$ cat src/rtl/rv32i_pkg.sv
// Shared RV32I definitions: MemSize encodings, LSU state type and the
// byte-enable / store-lane helpers used by the load/store unit.
package rv32i_pkg;

  localparam logic [1:0] MEM_NONE = 2'b00;
  localparam logic [1:0] MEM_BYTE = 2'b01;
  localparam logic [1:0] MEM_HALF = 2'b10;
  localparam logic [1:0] MEM_WORD = 2'b11;

  typedef enum logic [1:0] {
    LSU_IDLE = 2'd0,
    LSU_REQ  = 2'd1,
    LSU_DONE = 2'd2
  } lsu_state_t;

  function automatic logic [3:0] lsu_byte_en(input logic [1:0] size, input logic [1:0] addr_lo);
    case (size)
      MEM_BYTE: lsu_byte_en = 4'b0001 << addr_lo;
      MEM_HALF: lsu_byte_en = 4'b0011 << {addr_lo[1], 1'b0};
      MEM_WORD: lsu_byte_en = 4'b1111;
      default:  lsu_byte_en = 4'b0000;
    endcase
  endfunction

  // Stores replicate the right-justified data across every lane it may land in.
  function automatic logic [31:0] lsu_store_data(input logic [1:0] size, input logic [31:0] data);
    case (size)
      MEM_BYTE: lsu_store_data = {4{data[7:0]}};
      MEM_HALF: lsu_store_data = {2{data[15:0]}};
      default:  lsu_store_data = data;
    endcase
  endfunction

  function automatic logic lsu_misaligned(input logic [1:0] size, input logic [1:0] addr_lo);
    lsu_misaligned = ((size == MEM_HALF) && addr_lo[0]) ||
                     ((size == MEM_WORD) && (addr_lo != 2'b00));
  endfunction

endpackage

$ cat src/rtl/load_aligner.sv
// Combinational load lane select with sign/zero extension of bus read data.
module load_aligner
  import rv32i_pkg::*;
(
  input  logic [31:0] rdata_i,
  input  logic [1:0]  addr_lo_i,
  input  logic [1:0]  size_i,
  input  logic        unsigned_i,
  output logic [31:0] result_o
);

  logic [7:0]  byte_lane;
  logic [15:0] half_lane;

  always_comb begin
    byte_lane = 8'h00;
    case (addr_lo_i)
      2'd0: byte_lane = rdata_i[7:0];
      2'd1: byte_lane = rdata_i[15:8];
      2'd2: byte_lane = rdata_i[23:16];
      2'd3: byte_lane = rdata_i[31:24];
      default: byte_lane = 8'h00;
    endcase
    half_lane = addr_lo_i[1] ? rdata_i[31:16] : rdata_i[15:0];
  end

  always_comb begin
    result_o = rdata_i;
    case (size_i)
      MEM_BYTE: result_o = {{24{byte_lane[7] & ~unsigned_i}}, byte_lane};
      MEM_HALF: result_o = {{16{half_lane[15] & ~unsigned_i}}, half_lane};
      default:  result_o = rdata_i;
    endcase
  end

endmodule

$ cat src/rtl/load_store_unit.sv
// RV32I memory-stage load/store unit driving a single-outstanding req/ack bus.
// Optional macro LSU_MISALIGN_TRAP_EN turns misaligned accesses into a
// one-cycle Misaligned pulse with no bus request.
module load_store_unit
  import rv32i_pkg::*;
(
  input  logic        clk,
  input  logic        rst,
  input  logic [1:0]  MemSize,
  input  logic        MemWrite,
  input  logic        LoadUnsigned,
  input  logic [31:0] Addr,
  input  logic [31:0] WriteData,
  output logic [31:0] ReadData,
  output logic        Stall,
  output logic        Misaligned,
  output logic        bus_req,
  output logic        bus_we,
  output logic [31:0] bus_addr,
  output logic [3:0]  bus_be,
  output logic [31:0] bus_wdata,
  input  logic        bus_ack,
  input  logic [31:0] bus_rdata
);

  // Bus handshake: bus_req rises with all fields valid and holds them stable
  // until the cycle bus_ack is sampled high; bus_ack outside REQ is ignored.
  lsu_state_t  state_q, state_d;
  logic        access, trap;
  logic        bus_req_q, bus_we_q;
  logic [31:0] bus_addr_q, bus_wdata_q, read_data_q, load_result;
  logic [3:0]  bus_be_q;

  assign access = (MemSize != MEM_NONE);

`ifdef LSU_MISALIGN_TRAP_EN
  logic misaligned_q;
  assign trap = access && lsu_misaligned(MemSize, Addr[1:0]);

  always_ff @(posedge clk) begin
    if (rst) misaligned_q <= 1'b0;
    else     misaligned_q <= (state_q == LSU_IDLE) && trap;
  end
  assign Misaligned = misaligned_q;
`else
  assign trap       = 1'b0;
  assign Misaligned = 1'b0;
`endif

  always_ff @(posedge clk) begin
    if (rst) state_q <= LSU_IDLE;
    else     state_q <= state_d;
  end

  always_comb begin
    state_d = state_q;
    case (state_q)
      LSU_IDLE: if (access) state_d = trap ? LSU_DONE : LSU_REQ;
      LSU_REQ:  if (bus_ack) state_d = LSU_DONE;
      LSU_DONE: state_d = LSU_IDLE;
      default:  state_d = LSU_IDLE;
    endcase
  end

  always_comb begin
    Stall = ((state_q == LSU_IDLE) && access) || (state_q == LSU_REQ);
  end

  // Addr, MemSize and LoadUnsigned are held by the stalled pipeline, so the
  // aligner can work on the live bus data in the ack cycle.
  load_aligner u_load_aligner (
    .rdata_i    (bus_rdata),
    .addr_lo_i  (Addr[1:0]),
    .size_i     (MemSize),
    .unsigned_i (LoadUnsigned),
    .result_o   (load_result)
  );

  always_ff @(posedge clk) begin
    if (rst) begin
      bus_req_q   <= 1'b0;
      bus_we_q    <= 1'b0;
      bus_addr_q  <= 32'h0;
      bus_be_q    <= 4'h0;
      bus_wdata_q <= 32'h0;
      read_data_q <= 32'h0;
    end else begin
      if ((state_q == LSU_IDLE) && access && !trap) begin
        bus_req_q   <= 1'b1;
        bus_we_q    <= MemWrite;
        bus_addr_q  <= {Addr[31:2], 2'b00};
        bus_be_q    <= lsu_byte_en(MemSize, Addr[1:0]);
        bus_wdata_q <= lsu_store_data(MemSize, WriteData);
      end else if ((state_q == LSU_REQ) && bus_ack) begin
        bus_req_q <= 1'b0;
      end
      if ((state_q == LSU_REQ) && bus_ack && !bus_we_q) read_data_q <= load_result;
    end
  end

  assign bus_req   = bus_req_q;
  assign bus_we    = bus_we_q;
  assign bus_addr  = bus_addr_q;
  assign bus_be    = bus_be_q;
  assign bus_wdata = bus_wdata_q;
  assign ReadData  = read_data_q;

endmodule

$ cat config.mk
export PLATFORM = sky130hd
export DESIGN_NAME = load_store_unit
export DESIGN_NICKNAME = d
export VERILOG_FILES = /design/src/rtl/rv32i_pkg.sv /design/src/rtl/load_aligner.sv /design/src/rtl/load_store_unit.sv
export SDC_FILE = /design/constraint.sdc
export NUM_CORES = 1
export LEC_CHECK = 0
export CORE_MARGIN = 2
export CORE_UTILIZATION = 40
export CTS_CLUSTER_DIAMETER = 30
export DETAILED_ROUTE_END_ITERATION = 7
export HOLD_SLACK_MARGIN = 0.12
export PLACE_DENSITY = 0.78
export SLEW_MARGIN = 20
export SYNTH_ARGS = -nofsm -noshare
export SYNTH_HDL_FRONTEND = slang
export SYNTH_SLANG_ARGS = --single-unit
$ cat constraint.sdc
create_clock -name clk -period 2.6 [get_ports clk]
set_clock_uncertainty 0.15 [all_clocks]
set_input_delay 0.39 -clock clk [delete_from_list [all_inputs] [get_ports clk]]
set_output_delay 0.39 -clock clk [all_outputs]
set_load 0.1 [all_outputs]
==> results.py <==
metrics = {
    "status": {
        "status": "complete, no violations",
    },
    "sta": {
        "setup_ws_ns": 0.329,
        "finalCritPeriodShare_pct": 87.3,
        "worst-slew-pin-transition_ns": 0.835,
        "fin_crit_ns": 2.27,
        "setup_viol": 0,
        "finalHoldViolCount": 0,
        "final-max-slew-violation-count": 0,
        "fmax_mhz": 440,
        "fin_setup_tns_ns": 0,
        "slew_headroom_pct": 44.3,
        "rsz0062_at_grt": "no",
    },
    "finish": {
        "syn_to_final_growth_pct": 48.7,
        "final_nets": 834,
        "final_cells": 872,
        "antenna_cells": 0,
        "drive_above_1_share_pct": 22.0,
    },
    "routing": {
        "drc": 0,
        "ant_nets": 0,
        "drtPass1Iterations": 5,
        "num_vias": 4643,
        "wire_per_inst_um": 16.7,
        "routed_via_density": 5.32,
        "wl_um": 14500,
        "dr.first_iter.drc_count": 252,
    },
    "synthesis": {
        "synth-edff-count": 0,
        "ys_ff_latch": 102,
        "synth_ff_type": "dfxtp_1",
        "yosys_warnings": 0,
        "ys_types": 39,
        "synthArstFlopShare_pct": 0,
        "netlist_instances": 539,
        "syn_area_per_cell_um2": 8.27,
        "netlist_area_mm2": 0.00446,
        "yosysSeqAreaShare_pct": 45.8,
    },
    "run": {
        "maxCapViolCount": 0,
    },
    "clocking": {
        "numCtsBuffers": 9,
        "clock-sinks": 102,
        "cts_max_level": 3,
        "cts_tree": "yes",
        "cts_root_buf": "clkbuf_8",
        "cts.reportedPaths.clkPinSlew_ns": 0.09,
        "cts_repair_resize_count": 0,
        "cts_hold_buffers": 0,
        "postCtsSetupBuffers": 0,
        "clock_latency_ns": 0.36,
        "cts.path.max_buffers": 2,
    },
    "critical_path": {
        "r2r_slack_ns": 0.76,
        "crit_path_end_kind": "output pin",
        "critPathLaunchType": "input pin",
        "cp.required_ns": 2.06,
        "crit_type": "input pin to output pin",
        "critPathArrivalTime_ns": 1.73,
        "cp_max_fo": 3,
    },
    "floorplan": {
        "start_util_pct": 41.1,
        "dieArea_mm2": 0.0120,
        "die_h_um": 110,
        "core_mm2": 0.0108,
        "ios": 207,
        "num_rows": 38,
        "dieWidth_um": 110,
    },
    "global_routing": {
        "grt_pass1_vias": 4332,
        "grt_max_degree": 79,
        "antenna_found_initial": 0,
        "grt-ovfl-total": 0,
        "grt_pass1_wl_um": 22000,
        "grt_usage_pct": 23.7,
    },
    "placement": {
        "finalWeightedCongestion": 0.872,
        "port_buffers": 203,
        "placedCellCount": 856,
        "dp_hpwl_um": 10700,
        "place_ws_ns": 0.0804,
    },
    "min_path": {
        "hp-class": "flip-flop to flip-flop",
    },
    "power_and_ir_drop": {
        "ir_drop_mv": 0.387,
        "total_power_mw": 4.94,
        "power.leakage_nw": 2.77,
        "power_density_mw_per_mm2": 745,
    },
}
metal layers:
layer  track usage (%)  share of wire [%]
met3              7.94                 10
met2              38.4                 47
met1              28.9                 40
met5                 0                  0
met4              9.22                2.4
final timing paths:
kind	start	cells after the start	to
max	MemSize[0]	6	Stall
min	bus_addr[23]$_SDFFE_PP0P_	2	bus_addr[23]$_SDFFE_PP0P_
max reg2reg	state_q[1]$_SDFFE_PP0P_	4	ReadData[0]$_SDFFE_PP0P_
min reg2reg	bus_addr[23]$_SDFFE_PP0P_	2	bus_addr[23]$_SDFFE_PP0P_
cells in the mapped netlist, types with 2 or more instances:
| master | count | area share, % |
|---|---|---|
| o21ai_0 | 18 | 2.0 |
| a21oi_1 | 59 | 6.6 |
| and3_1 | 10 | 1.4 |
| nor2b_1 | 2 | 0.28 |
| inv_1 | 7 | 0.59 |
| a221oi_2 | 8 | 2.7 |
| mux2_2 | 7 | 1.8 |
| buf_1 | 2 | 0.17 |
| o21ai_1 | 2 | 0.22 |
| ha_1 | 4 | 1.1 |
| a311oi_1 | 7 | 1.4 |
| a22oi_1 | 7 | 1.2 |
| buf_6 | 4 | 1.0 |
| nand2_1 | 111 | 9.3 |
| nor4_1 | 2 | 0.28 |
| or3_1 | 8 | 1.1 |
| nor2_1 | 55 | 4.6 |
| mux2i_1 | 3 | 0.67 |
| clkbuf_1 | 22 | 1.9 |
| nand3_1 | 7 | 0.79 |
| a211oi_1 | 41 | 6.9 |
| a22o_1 | 8 | 1.6 |
| buf_2 | 15 | 1.7 |
| nor3_1 | 10 | 1.1 |
| buf_4 | 5 | 0.84 |
| dfxtp_1 | 102 | 46 |
critical path: stages:
cell,delay (ns)
clkdlybuf4s50_1,0.51
inv_1,0.07
ha_1,0.21
buf_4,0.15
a21oi_2,0.20
buf_12,0.20
kinds of logic (layout without fill, tap and decap cells):
logic type | count (synthesis) | after routing | synth area share (%)
multiplexers | 10 | 10 | 2.44
buffers and inverters | 56 | 247 | 6.48
flip-flops | 102 | 102 | 45.8
other | 1 | 3 | 0.0841
AND/OR/NAND/NOR | 211 | 211 | 20.4
adder cells (fa/ha/maj) | 4 | 4 | 1.12
AO/OA/AOI/OAI | 155 | 155 | 23.7
layout make-up:
| cell class | instances | area [µm²] |
|---|---|---|
| Tap cell | 140 | 175 |
| Inverter | 7 | 26.3 |
| Clock buffer | 11 | 151 |
| Multi-Input combinational cell | 383 | 2140 |
| Clock inverter | 5 | 104 |
| Timing Repair Buffer | 224 | 1980 |
| Fill cell | 988 | 4210 |
| Sequential cell | 102 | 2040 |
through the flow:
step	hold WS, ns	instance area [µm²]	utilization [%]
2_1_floorplan	0.360	4470	-
3_3_place_gp	0.293	6370	58.8
3_5_place_dp	0.299	6370	58.8
4_1_cts	0.313	6630	61.1
5_1_grt	0.336	6630	61.1
6_report	0.310	6630	61.1
state kept, by name, indices dropped and copies added (netlist names):
name,count
bus_we,1
state_q,2
ReadData,32
bus_wdata,32
bus_req,1
bus_be,4
bus_addr,30
power by group:
part           switching, mW  leakage [nW]  internal [mW]
registers             0.0784         0.839           1.69
logic                   1.41          1.80          0.506
clock network          0.559         0.130          0.694
total                   2.04          2.77           2.90
layout by cell type, fill, tap and decap left out, types with 3 or more instances in the layout:
cell type          n
clkdlybuf4s50_1  101
ha_1               4
a22o_1             8
nor3_1             9
o21ai_0           18
mux2i_1            3
a211oi_1          41
buf_4            119
a221oi_2           8
bufinv_16          3
mux2_2             7
nor2_1            55
dfxtp_1          102
or3_1              7
nand3_1            7
nand2_1          111
clkbuf_8          11
conb_1             3
and3_1            10
buf_12             4
a21oi_1           58
a311oi_1           7
inv_1              7
a22oi_1            7
Note: power is estimated with default switching activity, not from simulation.
